===== config.mk =====
export PLATFORM = sky130hd
export DESIGN_NAME = pipe_ctrl
export DESIGN_NICKNAME = d
export VERILOG_FILES = /design/src/rtl/pipe_ctrl.sv
export SDC_FILE = /design/constraint.sdc
export NUM_CORES = 1
export LEC_CHECK = 0
export BUFFER_PORTS_ARGS = -buffer_cell sky130_fd_sc_hd__buf_2
export CORE_UTILIZATION = 31
export CTS_CLUSTER_DIAMETER = 150
export DETAILED_ROUTE_END_ITERATION = 6
export PLACE_DENSITY = 0.78
export SETUP_SLACK_MARGIN = 0.02
export SYNTH_ARGS = -nofsm -noshare
export SYNTH_HDL_FRONTEND = slang
export SYNTH_SLANG_ARGS = --single-unit

===== constraint.sdc =====
create_clock -name clk_i -period 1.6 [get_ports clk_i]
set_clock_uncertainty 0.15 [all_clocks]
set_input_delay 0.16 -clock clk_i [delete_from_list [all_inputs] [get_ports clk_i]]
set_output_delay 0.16 -clock clk_i [all_outputs]
set_load 0.01 [all_outputs]

===== src/rtl/pipe_ctrl.sv =====
// Y86-64 pipeline control: per-stage stall/bubble strobes plus RUN/DRAIN/PAUSED/HALTED run-state.
// Define PIPE_CTRL_PERF_EN to build the cycle and retired-instruction counters.
module pipe_ctrl (
    input  logic        clk_i,
    input  logic        rst_n_i,
    input  logic [3:0]  D_icode_i,
    input  logic [3:0]  d_srcA_i,
    input  logic [3:0]  d_srcB_i,
    input  logic [3:0]  E_icode_i,
    input  logic [3:0]  E_dstM_i,
    input  logic        e_Cnd_i,
    input  logic [3:0]  M_icode_i,
    input  logic [2:0]  m_stat_i,
    input  logic [3:0]  W_icode_i,
    input  logic [2:0]  W_stat_i,
    input  logic        halt_req_i,
    input  logic        resume_i,
    output logic        F_stall_o,
    output logic        D_stall_o,
    output logic        D_bubble_o,
    output logic        E_bubble_o,
    output logic        M_bubble_o,
    output logic        W_stall_o,
    output logic [1:0]  state_o,
    output logic [2:0]  halt_stat_o,
    output logic [63:0] cycle_cnt_o,
    output logic [63:0] retire_cnt_o
);
    localparam logic [2:0] SAOK    = 3'd1;
    localparam logic [2:0] SADR    = 3'd2;
    localparam logic [2:0] SINS    = 3'd3;
    localparam logic [2:0] SHLT    = 3'd4;
    localparam logic [3:0] INOP    = 4'h1;
    localparam logic [3:0] IMRMOVQ = 4'h5;
    localparam logic [3:0] IJXX    = 4'h7;
    localparam logic [3:0] IRET    = 4'h9;
    localparam logic [3:0] IPOPQ   = 4'hB;
    localparam logic [3:0] RNONE   = 4'hF;

    typedef enum logic [1:0] {RUN = 2'd0, DRAIN = 2'd1, PAUSED = 2'd2, HALTED = 2'd3} state_t;

    state_t     state_q;
    logic [2:0] halt_stat_q;
    logic       lu, rt, mp, exc_m, exc_w;

    function automatic logic is_exc(input logic [2:0] s);
        return (s == SADR) || (s == SINS) || (s == SHLT);
    endfunction

    assign lu    = ((E_icode_i == IMRMOVQ) || (E_icode_i == IPOPQ)) && (E_dstM_i != RNONE) &&
                   ((E_dstM_i == d_srcA_i) || (E_dstM_i == d_srcB_i));
    assign rt    = (D_icode_i == IRET) || (E_icode_i == IRET) || (M_icode_i == IRET);
    assign mp    = (E_icode_i == IJXX) && !e_Cnd_i;
    assign exc_m = is_exc(m_stat_i);
    assign exc_w = is_exc(W_stat_i);

    // Outside RUN, F/D are frozen so the instruction held in D survives the pause intact.
    always_comb begin
        F_stall_o  = 1'b0;
        D_stall_o  = 1'b0;
        D_bubble_o = 1'b0;
        E_bubble_o = 1'b0;
        M_bubble_o = exc_m | exc_w;
        W_stall_o  = exc_w;
        case (state_q)
            RUN: begin
                F_stall_o  = lu | rt;
                D_stall_o  = lu;
                D_bubble_o = mp | (rt & ~lu);
                E_bubble_o = mp | lu;
            end
            DRAIN: begin
                F_stall_o  = 1'b1;
                D_stall_o  = 1'b1;
                E_bubble_o = 1'b1;
            end
            default: begin
                F_stall_o  = 1'b1;
                D_stall_o  = 1'b1;
                E_bubble_o = 1'b1;
                M_bubble_o = 1'b1;
                W_stall_o  = 1'b1;
            end
        endcase
    end

    always_ff @(posedge clk_i or negedge rst_n_i) begin
        if (!rst_n_i) begin
            state_q     <= RUN;
            halt_stat_q <= SAOK;
        end else if (state_q != HALTED && exc_w) begin
            state_q     <= HALTED;
            halt_stat_q <= W_stat_i;
        end else begin
            case (state_q)
                RUN:     if (halt_req_i && !lu && !rt && !mp) state_q <= DRAIN;
                DRAIN:   if (E_icode_i == INOP && M_icode_i == INOP && W_icode_i == INOP)
                             state_q <= PAUSED;
                PAUSED:  if (resume_i) state_q <= RUN;
                default: state_q <= state_q;
            endcase
        end
    end

    assign state_o     = state_q;
    assign halt_stat_o = halt_stat_q;

`ifdef PIPE_CTRL_PERF_EN
    logic [63:0] cycle_cnt_q, retire_cnt_q;
    logic        active;

    assign active = (state_q == RUN) || (state_q == DRAIN);

    always_ff @(posedge clk_i or negedge rst_n_i) begin
        if (!rst_n_i) begin
            cycle_cnt_q  <= '0;
            retire_cnt_q <= '0;
        end else begin
            if (active) cycle_cnt_q <= cycle_cnt_q + 64'd1;
            if (active && W_icode_i != INOP && W_stat_i == SAOK)
                retire_cnt_q <= retire_cnt_q + 64'd1;
        end
    end

    assign cycle_cnt_o  = cycle_cnt_q;
    assign retire_cnt_o = retire_cnt_q;
`else
    assign cycle_cnt_o  = '0;
    assign retire_cnt_o = '0;
`endif

endmodule


Word-level counts from Yosys, hierarchy flattened
Cells that the tools add are included.
- muxes and demuxes: 11
- eq/ne operators: 24
- bitwise gates (word level): 6
- reductions and logical operators: 25
- operators with widths (operator ; count):
    $eq 4x4->1 const B ; 4
    $eq 3x2->1 const B ; 4
    $eq 4x1->1 const B ; 3
    $logic_and 1x1->1 ; 9
    $ne 3x3->1 const B ; 3
    $eq 4x3->1 const B ; 2
    $eq 4x4->1 ; 2
    $logic_or 1x1->1 ; 8
    $mux 2 ; 4
    $eq 3x3->1 const B ; 2
    $mux 1 ; 6
    $pmux 2 s3 ; 1
    $logic_not 1->1 ; 4
    $ne 4x4->1 const B ; 1
    $or 1x1->1 ; 4
    $reduce_and 4->1 ; 1
    $reduce_bool 4->1 ; 1
    $eq 2x1->1 const B ; 1
    $eq 2x2->1 const B ; 1
    $logic_not 2->1 ; 1
    $ne 2x2->1 const B ; 1
    $reduce_or 2->1 ; 1
    $and 1x1->1 ; 1
    $not 1->1 ; 1
- flip-flop bits (word level): 5
- word-level logic and storage cells: 68
- input bits: 39
- output and inout bits: 139

Depth between registers and ports, before layout
Gate-level depths: netlist (run 1).
- depth in word-level cells: 11
- mapped depth: 6
- depth with buffers taken out: 6

Least setup slack after synthesis (run 1)
No wires, ideal clock.
- kind: flip-flop to flip-flop
- start point: register state_q[0], in the netlist state_o[0]
- end point: register state_q[0], in the netlist state_o[0]
- stages on the path, launching flop included: 6
- required time: 1.326 ns
- period minus slack after synthesis: 1.737 ns
- setup slack: -0.137 ns
- buffers on the path: 0
- library setup time: 0.124 ns
- data arrival time: 1.463 ns
- cell sequence: dfrtp_1 -> inv_1 -> ha_1 -> a221o_1 -> a211o_1 -> mux2i_1
- longest elaborated chain between the ends: 4
- elaborated cells between the ends (all ways): 12
- classes of those cells: eq/ne: 6; mux: 2; reduce/logical: 4
- RTL lines (what ; line ; text):
    start, declared ; 42 ; state_t state_q;
    start signal, assigned ; 100 ; default: state_q <= state_q;
    $ne 2x2->1 ; 91 ; end else if (state_q != HALTED && exc_w) begin
    $logic_and 1x1->1 ; 91 ;
    $ne 3x3->1 (no line) / $reduce_bool 4->1 (equally long branches) ; n/a ;
    $reduce_and 4->1 (no line) ; n/a ;
Several ways; a longest one is shown, not always the timed one.
A chain may end at the register's enable or synchronous reset.

Final worst setup path (run 1)
- start point: register state_q[0], in the netlist state_o[0]
- end point: output port M_bubble_o
- longest elaborated chain between the ends: 3
- elaborated cells between the ends (all ways): 4
- classes of those cells: eq/ne: 1; mux: 1; reduce/logical: 2
- RTL lines (what ; line ; text):
    $eq 2x1->1 / $logic_not 2->1 (equally long branches) ; 65 ; case (state_q)
    $reduce_or 2->1 (no line) * ; n/a ;
    $mux 1 * ; 65 ;
    end, declared ; 22 ; output logic M_bubble_o,
Every way passes the cells marked *; elsewhere a longest branch is shown, timed or not.

==> results of run 1 <==
## power breakdown
| group | internal (W) | switching, W | leakage, nW |
|---|---|---|---|
| registers | 0.000204 | 0.0000528 | 0.0537 |
| clock network | 0.000172 | 0.0000699 | 0.0228 |
| logic | 0.000480 | 0.000542 | 0.862 |
## path summary, 6_finish.rpt
check | from | end
max | state_o[0]$_DFFE_PN0P_ | M_bubble_o
min | W_stat_i[1] | halt_stat_o[2]$_DFFE_PN0P_
max reg2reg | state_o[1]$_DFFE_PN0P_ | state_o[1]$_DFFE_PN0P_
min reg2reg | halt_stat_o[1]$_DFFE_PN0P_ | halt_stat_o[1]$_DFFE_PN0P_
max in group asynchronous | rst_n_i | halt_stat_o[0]$_DFFE_PN1P_
min in group asynchronous | rst_n_i | halt_stat_o[1]$_DFFE_PN0P_
## cell usage after synthesis (all sizes together), types with 2 or more instances
cell type  instances  share of area, %
buf              128                62
nor2               9               2.2
xnor2              8               4.5
inv                6               1.5
ha                 5               4.1
dfrtp              4               6.5
nand4              4               1.6
nor2b              3               1.2
o21ai              3              0.97
a211o              2               1.1
mux2               2               1.5
mux2i              2               1.3
nand2              2              0.49
nor3               2              0.65
nor3b              2              0.97
nor4bb             2               1.3
## registers in the layout (all words and copies together), names as in the netlist
name and flops:
state_o 2, halt_stat_o 3
## routing by layer
layer	part of all wire (%)	track usage [%]	up-vias
met1	33	8.35	475
met5	0	0	-
met2	55	15.6	88
met3	9.3	0.694	7
li1	-	-	509
met4	3.1	7.19	0
## final cells by class
class	instances	area share, %
inverter	6	1.37
timing repair buffer	63	22.6
tap	67	5.11
sequential	5	7.86
clock buffer	4	2.75
multi-input combinational	185	60.3
## stage by stage
| step | cells | util, % | hold slack [ns] | TNS, ns |
|---|---|---|---|---|
| after floorplan | 324 | - | -0.286 | 0 |
| after global placement | 318 | 30.3 | -0.167 | -0.467 |
| after detailed placement | 318 | 30.3 | -0.164 | -0.287 |
| after CTS | 328 | 33.2 | 0.00666 | -0.271 |
| after global routing | 330 | 34.5 | 0.0270 | -0.742 |
| final | 330 | 34.5 | 0.00977 | -0.334 |
## worst max-delay path, cell delays in order, from the launching register on
cell and delay (ns):
dfrtp_2 0.43, inv_2 0.11, ha_4 0.16, o21ai_2 0.06, a211o_1 0.26, buf_2 0.14
## timing repair
action,4_1_cts,5_1_grt
resized for setup,10,9
hold endpoints to repair,5,0
setup endpoints to repair,8,8
buffers inserted,5,2
hold buffers,1,0
pin swaps,0,5
## kinds of logic (layout without fill, tap and decap cells)
group	Yosys count	in the layout	synth area share (%)
buf+inv	134	73	63.7
simple gates	28	28	10.9
compound gates	12	12	5.52
xor+xnor	8	8	4.54
fa+ha+maj	5	5	4.06
flops	5	5	8.19
mux	4	4	2.76
other cells	1	128	0.243
==> qor.yml, run 1 <==
seq_area_sq_um: 129
gr-total-overflow: 0
antenna_cells: 0
antenna_left: 0
syn_area_sq_mm: 0.00154
vdd_drop_max_v: 0.000667
core_sq_mm: 0.00475
synth_top_flop_cell: "dfrtp_1"
fin_nets: 308
fin_crit_sh_pct: 105
path_clk_slew_ns: 0.04
wl_per_cell_um: 7.65
cp_max_fo: 3
cp-end-kind: "output port"
fmaxAchievable_mhz: 593
critPathKind: "reg2out"
dieWidth_um: 72.5
clockBufferDepth: 2
synthCells: 197
n_fill_cell: 513
slew_violations: 0
dp_hpwl_um: 2130
yosysWarnings: 0
dp_slack_ns: -0.120
place_area_sq_mm: 0.00144
multi_input_area_sq_um: 990
cp-start-kind: "flip-flop"
num_rows: 25
ioPinCount: 178
place_congestion: 0.715
status: "complete, but fails checks"
layout_common_cells: "128 x conb_1, 48 x buf_2, 10 x buf_4"
reg2reg_slack_ns: -0.08
crit_required_ns: 1.29
grt_util_all_layers_pct: 8.38
synth_edf_count: 0
wirelength_um: 2530
cts_sinks: 5
grt_antenna_before_repair: 0
drive_gt1_share_pct: 31.9
initial_utilization_pct: 32.4
drc: 0
die_height_um: 72.5
drt-initial-drc-count: 6
min_period_ns: 1.69
setup_viol: 6
cp.arrival_ns: 1.38
holdPathStages: 2
hold_viol: 0
power.total_w: 0.00152
via_per_inst: 3.27
grt_max_degree: 6
dieArea_sq_mm: 0.00526
hold_class: "in2reg"
power_leakage_nw: 0.938
portBuffers: 49
worst_slack_ns: -0.0877
power-per-cell-area_mw_per_mm2: 927
layout_commonest_cell: "conb_1"
area_growth_pct: 6.33
clkLatencyLatePin_ns: 0.23
synthArstFlopShare_pct: 100
reg2regPathDepth: 5
htree_levels: 1
firstDrtPassIters: 3
tritoncts: "done"
violations: "negative setup slack"
cts_buffers: 3
fin_area_sq_mm: 0.00164
rsz0062_at_grt: "true"
root_buffer: "clkbuf_8"
via_count: 1079
ys_types: 29
maxCapViolCount: 0
syn_area_per_cell_sq_um: 7.83
grt_pass1_vias: 793
grt_pass1_wl_um: 3330
ys_ff_latch: 5
ys_seq_area_share_pct: 8.19
No activity file was read; power rests on OpenSTA's default activity.
==> run 2, diff against run 1 <==
SETUP_SLACK_MARGIN = not set   (was 0.02)
==> qor.yml, run 2 (synthesis results as in run 1) <==
crit_path_start: "state_o[1]$_DFFE_PN0P_"
antenna_cells: 0  # unchanged
crit_slowest_cell: "dfrtp_2"
ioPinCount: 178  # unchanged
hold_viol: 0  # unchanged
drt-initial-drc-count: 12  # +6
tritoncts: "done"
min_period_ns: 1.72  # +0.0298 ns
path_cells: "buf_6, ha_4, a221o_1, a211o_1, mux2i_1"
drive_gt1_share_pct: 31.5  # -0.40 points
path_clk_slew_ns: 0.04  # about the same
root_buffer: "clkbuf_8"
wirelength_met1_um: 993  # +20%
cp.arrival_ns: 1.66  # +0.28 ns
dr_wl_met3_um: 229  # -2.6%
die_height_um: 72.5  # unchanged
wirelength_um: 2710  # +7.4%
portBuffers: 49  # unchanged
core_sq_mm: 0.00475  # unchanged
top_layer_used: "met4"
dieWidth_um: 72.5  # unchanged
via_per_inst: 3.28  # +0.45%
hold_class: "in2reg"
drc: 0  # unchanged
cp-start-kind: "flip-flop"
violations: "negative setup slack"
layout_common_cells: "128 x conb_1, 47 x buf_2, 8 x xnor2_1"
n_fill_cell: 508  # -0.97%
cts_buffers: 3  # unchanged
layout_commonest_cell: "conb_1"
cp-end-kind: "flip-flop"
r2r-start: "state_o[1]$_DFFE_PN0P_"
grt_max_degree: 6  # unchanged
slew_violations: 0  # unchanged
firstDrtPassIters: 4  # +1
setup_viol: 5  # -1
num_rows: 25  # unchanged
cp_max_fo: 5  # +2
crit_buf_inv: 1  # -1
power_leakage_nw: 0.934  # -0.42%
grt_antenna_before_repair: 0  # unchanged
dp.cells: 318  # unchanged
dieArea_sq_mm: 0.00526  # unchanged
clockBufferDepth: 2  # unchanged
final_cells: 327  # -0.91%
critPathKind: "reg2reg"
initial_utilization_pct: 32.4  # unchanged
clkLatencyLatePin_ns: 0.22  # about the same
maxCapViolCount: 0  # unchanged
wl_per_cell_um: 8.30  # +8.4%
via_count: 1074  # -0.46%
grt_pass1_vias: 819  # +3.3%
largest_reg_flops: 3  # unchanged
cts_sinks: 5  # unchanged
setup_tns_ns: -0.283  # +0.0510 ns
gr-total-overflow: 0  # unchanged
grt_pass1_wl_um: 3700  # +11%
status: "complete, but fails checks"
crit_required_ns: 1.55  # +0.26 ns
fin_util_pct: 34.6  # +0.053 points
rsz0062_at_grt: "true"
met2_wirelength_um: 1430  # +3.7%
power-per-cell-area_mw_per_mm2: 946  # +2.1%
place_congestion: 0.782  # +9.4%
fin_crit_sh_pct: 107  # +1.9 points
worst_path_largest_cell_delay_ns: 0.44  # about the same
area_growth_pct: 6.49
fin_nets: 305  # -0.97%
vdd_drop_max_v: 0.000858  # +29%
antenna_left: 0  # unchanged
min_from: "W_stat_i[1]"
grt_util_all_layers_pct: 9.05  # +0.67 points
dp_hpwl_um: 2220  # +4.3%
path_delay_family: "compound AO/OA/AOI/OAI gates"
fmaxAchievable_mhz: 582  # -1.7%
worst_slack_ns: -0.118  # -0.0298 ns
htree_levels: 1  # unchanged
[run 2: changes by cell type in the layout (fill, tap and decap cells not counted)]
cell      previous run  this run
a211oi_1             0         1
a211oi_2             1         0
buf_2               48        47
buf_4               10         6
buf_6                4         6
inv_1                4         2
inv_4                0         2
nor2_1               6         7
nor2_2               2         0
nor2_4               1         2
nor3b_1              2         1
nor3b_2              0         1
o21ai_2              1         0
o21ai_4              0         1
[run 2: what timing repair did]
action,4_1_cts,5_1_grt
buffers inserted,3,1
gates resized for setup,13,15
pin swaps,3,6
endpoints found under the hold margin,5,0
endpoints found under the setup margin,8,8
hold buffers,1,0
gates cloned,0,0
[run 2: stage by stage]
stage | worst slack (ns) | hold slack (ns) | area [sq um] | power, W
floorplan | 0.00209 | -0.286 | 2020 | 0.000991
global placement | -0.136 | -0.170 | 1440 | 0.00102
detailed placement | -0.147 | -0.167 | 1440 | 0.00105
CTS | -0.0943 | 0.00814 | 1570 | 0.00146
global route | -0.181 | 0.0245 | 1640 | 0.00169
finish | -0.118 | 0.0143 | 1640 | 0.00155
[run 2: worst paths after layout]
kind                                         endpoint  slack [ns]  cells after the start
max                            state_o[0]$_DFFE_PN0P_       -0.12                      5
min                        halt_stat_o[2]$_DFFE_PN0P_        0.01                      2
max reg2reg                    state_o[0]$_DFFE_PN0P_       -0.12                      5
min reg2reg                halt_stat_o[1]$_DFFE_PN0P_        0.36                      1
max in group asynchronous  halt_stat_o[0]$_DFFE_PN1P_        0.95                      2
min in group asynchronous  halt_stat_o[2]$_DFFE_PN0P_        0.13                      2
[run 2: power by group]
part	switching (W)	internal [W]	leakage, nW	total, W
Sequential	0.0000694	0.000204	0.0537	0.000273
Combinational	0.000554	0.000487	0.858	0.00104
Clock	0.0000674	0.000172	0.0228	0.000239
Total	0.000691	0.000862	0.934	0.00155
[run 2: layout make-up]
cell class / instances / area, sq um / share of cell area (%)
flip-flops and latches: 5 / 129 / 7.84
clock buffers: 4 / 45.0 / 2.74
well taps: 67 / 83.8 / 5.10
repair buffers: 60 / 358 / 21.8
multi-input cells: 185 / 1000 / 60.9
inverters: 6 / 27.5 / 1.68
[run 2: layer usage]
layer | global-route usage, % | vias to the layer above
met5 | 0 | -
met4 | 5.23 | 0
met3 | 1.25 | 6
met2 | 15.5 | 83
met1 | 10.8 | 482
li1 | - | 503
